`config.mk`:
```
export PLATFORM = sky130hd
export DESIGN_NAME = zbt_proc_writer
export DESIGN_NICKNAME = d
export VERILOG_FILES = /design/src/rtl/zbt_proc_writer.sv
export SDC_FILE = /design/constraint.sdc
export NUM_CORES = 1
export LEC_CHECK = 0
export BUFFER_PORTS_ARGS = -buffer_cell sky130_fd_sc_hd__buf_2
export CAP_MARGIN = 10
export CORE_AREA = 5 5 123 125
export DETAILED_ROUTE_END_ITERATION = 7
export DIE_AREA = 0 0 128 130
export GPL_TIMING_DRIVEN = 0
export PLACE_DENSITY = 0.59
export REMOVE_ABC_BUFFERS = 1
export SYNTH_ARGS = -nofsm -noshare
export SYNTH_HDL_FRONTEND = slang
export SYNTH_SLANG_ARGS = --single-unit
```
`constraint.sdc`:
```
create_clock -name clk -period 2.52 [get_ports clk]
set_input_delay 0.504 -clock clk [delete_from_list [all_inputs] [get_ports clk]]
set_output_delay 0.504 -clock clk [all_outputs]
set_load 0.02 [all_outputs]
```
`src/rtl/zbt_proc_writer.sv`:
```
// rtl/zbt_proc_writer.sv - ZBT bank 1 slot mux, capture FSM and write-data pipe
// Odd hcount slots write processed pixels, even slots carry the display read address.
module zbt_proc_writer #(
  parameter int ACTIVE_LINES = 768,
  parameter int WDATA_LAT    = 2
) (
  input  logic        clk,
  input  logic        reset,
  input  logic [10:0] hcount,
  input  logic [9:0]  vcount,
  input  logic [35:0] two_proc_pixs,
  input  logic [18:0] proc_pix_addr,
  input  logic [18:0] disp_read_addr,
  input  logic        capture,
  input  logic        continuous,
  output logic [18:0] zbt_addr,
  output logic        zbt_we,
  output logic [35:0] zbt_write_data,
  output logic        busy,
  output logic        frame_done,
  output logic [7:0]  frame_count
);

  localparam logic [9:0] LINE_LIMIT = 10'(ACTIVE_LINES);

  typedef enum logic [1:0] {
    IDLE  = 2'd0,
    ARMED = 2'd1,
    WRITE = 2'd2
  } state_e;

  state_e state_q, state_d;
  logic   cap_prev_q, cap_prev_d;
  logic   frame_done_q, frame_done_d;
  logic [7:0]  frame_count_q, frame_count_d;
  logic [18:0] zbt_addr_q, zbt_addr_d;
  logic        zbt_we_q, zbt_we_d;
  logic [35:0] zbt_write_data_q, zbt_write_data_d;
  logic [WDATA_LAT-1:0][35:0] pipe_q, pipe_d;
  logic [WDATA_LAT-1:0]       vld_q, vld_d;

  logic fs;
  logic cap_rise;
  logic slot_odd;
  logic line_ok;

  assign fs       = (hcount == 11'd0) && (vcount == 10'd0);
  assign cap_rise = capture && !cap_prev_q;
  assign slot_odd = hcount[0];
  assign line_ok  = proc_pix_addr[18:9] < LINE_LIMIT;

  // Capture edges outside IDLE fall through untouched, so they are never queued.
  always_comb begin
    state_d       = state_q;
    frame_done_d  = 1'b0;
    frame_count_d = frame_count_q;
    cap_prev_d    = capture;
    case (state_q)
      IDLE: begin
        if (cap_rise || continuous) state_d = ARMED;
      end
      ARMED: begin
        if (fs) state_d = WRITE;
      end
      WRITE: begin
        if (fs) begin
          frame_done_d  = 1'b1;
          frame_count_d = frame_count_q + 8'd1;
          state_d       = continuous ? WRITE : IDLE;
        end
      end
      default: state_d = IDLE;
    endcase
  end

  always_comb begin
    zbt_addr_d       = slot_odd ? proc_pix_addr : disp_read_addr;
    zbt_we_d         = slot_odd && (state_q == WRITE) && line_ok;
    pipe_d           = pipe_q;
    vld_d            = '0;
    zbt_write_data_d = zbt_write_data_q;
    if (slot_odd) pipe_d[0] = two_proc_pixs;
    vld_d[0] = zbt_we_d;
    for (int i = 1; i < WDATA_LAT; i++) begin
      pipe_d[i] = pipe_q[i-1];
      vld_d[i]  = vld_q[i-1];
    end
    // Only a valid write updates the output word; otherwise it holds.
    if (vld_q[WDATA_LAT-1]) zbt_write_data_d = pipe_q[WDATA_LAT-1];
  end

  always_ff @(posedge clk) begin
    if (reset) begin
      state_q          <= IDLE;
      cap_prev_q       <= 1'b0;
      frame_done_q     <= 1'b0;
      frame_count_q    <= 8'd0;
      zbt_addr_q       <= 19'd0;
      zbt_we_q         <= 1'b0;
      zbt_write_data_q <= 36'd0;
      pipe_q           <= '0;
      vld_q            <= '0;
    end else begin
      state_q          <= state_d;
      cap_prev_q       <= cap_prev_d;
      frame_done_q     <= frame_done_d;
      frame_count_q    <= frame_count_d;
      zbt_addr_q       <= zbt_addr_d;
      zbt_we_q         <= zbt_we_d;
      zbt_write_data_q <= zbt_write_data_d;
      pipe_q           <= pipe_d;
      vld_q            <= vld_d;
    end
  end

  assign zbt_addr       = zbt_addr_q;
  assign zbt_we         = zbt_we_q;
  assign zbt_write_data = zbt_write_data_q;
  assign busy           = (state_q != IDLE);
  assign frame_done     = frame_done_q;
  assign frame_count    = frame_count_q;

endmodule
```
==> metrics <==
Skew-Pair Late Insertion Delay=roughly 400 ps; Mapped Area=0.00478 sq mm; vias in the first global route=3323; Ys Warns=0; Die Y=130 um; dpl hpwl=between 6000 and 7000 um; Worst R2R Setup Slack=between 500 and 600 ps; beginning of the worst register-to-register path=state_q[1]; Chip Width=128 um; Slew headroom=52.9%; Worst EP required=2850 ps; Synth top area share=around three fifths; post-route clock period utilization=about 90%; CTS tree=yes; status=finished, final reports clean; setup bufs post-CTS=0; Critical Path AT=around 2500 ps; worst hold path cell count=2; Remaining DRCs=0; register bit count reported by yosys=141; delay-heaviest family, CP=simple AND/OR/NAND/NOR gates; initial antenna violation count=0; clk root buf=clkbuf_16; Die Area=~0.017 sq mm; Peak supply drop=between 0.3 and 0.4 mV; Finished Core Util=46.7%; Seq/Total Area, Yosys=59.0%; Max Clk Rate=0.452 GHz; Buf/Inv on CP=2; crit path capture type=flip-flop; CP Cell Sequence=buf_4, buf_12, nor4_2, nand3_1, or4_1, a21oi_1; Static Leakage=between 2 and 3 nW; crit-path max cell delay=about 600 ps; io pins=165; final setup vio count=0; CP Max Fanout=31; pwr/cell area=between 800 and 900 mW/mm^2; DR WL/cell=12.5 um; hold slack=slightly below 300 ps; total power=roughly 5.3 mW; startpoint types=input port; # diodes=0; FF+latch area=between 0.002 and 0.003 sq mm; placed cells=764; first-pass GRT wire length=roughly 16000 um; DR pass1 iterations=4; Detail Route Antenna Nets=0; final instance area=0.00643 sq mm; Final Net Count=between 700 and 800; CTS buffer count=17; post-cts sizing count=0; CTS H-Tree Depth=4; Layout area overhead=34.4%; worst slew pin tran=704 ps; final worst slack=between 300 and 400 ps; Cell variety after synth=26; core area=0.0138 sq mm; Vias/cell=4.39; clock-pin slew on the worst setup and hold paths=around 50 ps; GRT Total Usage=12.2%; vias=approximately 3500; Syn Inst Count=roughly 450; setup TNS=0 ps; largest net degree at the start of global routing=85; layout cells sized above 1=32.6%; DR iter-0 viols=122; Placer Congestion=slightly below 0.7; critical path class=input port to flip-flop; R2R depth=4; synth top area cells=dfxtp_1, mux2i_1, nor2_1; Overflow after GRT=0; Hold Vio Cnt, Final=0; initial core utilization=roughly a third; WL final=9980 um; Clock Path Buffers=2; Tmin final=between 2000 and 2500 ps; Max Cap Viol=0; dominant cell type by area after synthesis=dfxtp_1; fin cells=between 700 and 800; Multi-input gate area=roughly 0.0018 sq mm; cts hold-fix bufs=0; Slew Viols, Final=0; I/O Buffers=about 160; TritonCTS Sinks=between 100 and 150; type of the most critical hold path=input port to flip-flop; Place WS=-95.7 ps; Worst Hold Endpoint=vld_q[0]; FF-to-FF End=frame_count[3]; Crit-path slowest cell=or4_1; fill cell count=1346; Placed Area=between 0.005 and 0.006 sq mm; unrepaired setup endpoints after global routing=false; Hold Path Origin=proc_pix_addr[17]; Post-Route Skew=slightly above 8 ps; syn_area_per_cell=between 10 and 15 sq um; Site Rows=43
## power breakdown
| part | total (mW) | switching (mW) | internal (mW) |
|---|---|---|---|
| Sequential | 2.33 | 0.0247 | 2.31 |
| Clock | 2.65 | 0.890 | 1.76 |
| Combinational | 0.295 | 0.150 | 0.145 |
## flip-flops by register name, indices dropped and copies added, names as in the netlist
name / flops
frame_count: 8
zbt_write_data: 36
pipe_q: 36
state_q: 2
pipe_d: 36
zbt_addr: 19
vld_q: 2
cap_prev_q: 1
frame_done: 1
## cells by family after synthesis
logic type	count (synthesis)	synth area share [%]
simple gates	162	16.4
mux	91	19.1
compound gates	19	2.51
flops	141	59.0
buf+inv	31	2.70
fa+ha+maj	1	0.262
## cell usage after synthesis
| cell type | count |
|---|---|
| a21oi_1 | 9 |
| and2_1 | 1 |
| and4_1 | 1 |
| buf_1 | 2 |
| buf_2 | 10 |
| clkbuf_1 | 16 |
| dfxtp_1 | 141 |
| ha_1 | 1 |
| inv_1 | 3 |
| mux2i_1 | 91 |
| nand2_1 | 3 |
| nand3_1 | 2 |
| nand3b_1 | 1 |
| nand4_1 | 3 |
| nor2_1 | 92 |
| nor2b_1 | 40 |
| nor3_1 | 5 |
| nor4_1 | 4 |
| nor4_2 | 1 |
| o21a_1 | 1 |
| o21ai_0 | 1 |
| o21ba_2 | 1 |
| o31ai_1 | 7 |
| or2_2 | 1 |
| or3_1 | 1 |
| or4_1 | 7 |
## how the worst max path moves through the flow
stage | start | to | slack, ps | cells past startpoint
detailed placement | hcount[0] | frame_count[3] | -100 | 6
floorplan | vcount[3] | frame_count[3] | 520 | 4
finish | hcount[0] | frame_count[3] | 310 | 6
global route | hcount[0] | frame_count[4] | 210 | 6
global placement | hcount[0] | frame_count[3] | -430 | 5
CTS | hcount[0] | frame_count[3] | 330 | 6
## layout by cell type, fill, tap and decap left out, types with 2 or more instances in the layout
cell type   instances
inv_1               3
mux2i_1            91
nand4_1             3
nor2b_1            40
bufinv_16           4
clkbuf_8            4
clkbuf_16          17
clkinvlp_4          3
dfxtp_1           140
nor2_1             92
buf_12              2
a21oi_1             9
nand3_1             2
buf_2             162
o31ai_1             7
nor4_1              4
buf_4               2
clkbuf_1            2
or4_1               7
nand2_1             3
nor3_1              5
## metal layers
layer | wire, um | GRT usage [%]
met2 | 4590 | 19.3
met5 | 0 | 0
met1 | 4320 | 14.2
met4 | 121 | 4.68
met3 | 951 | 6.22
## area by class of cell
class	count	share of cell area [%]
timing repair buffer	167	13.9
inverter	3	0.175
clock inverter	9	2.43
sequential	141	43.9
tap	180	3.50
multi-input combinational	273	28.5
clock buffer	23	7.59
No activity file was read; power rests on OpenSTA's default activity.
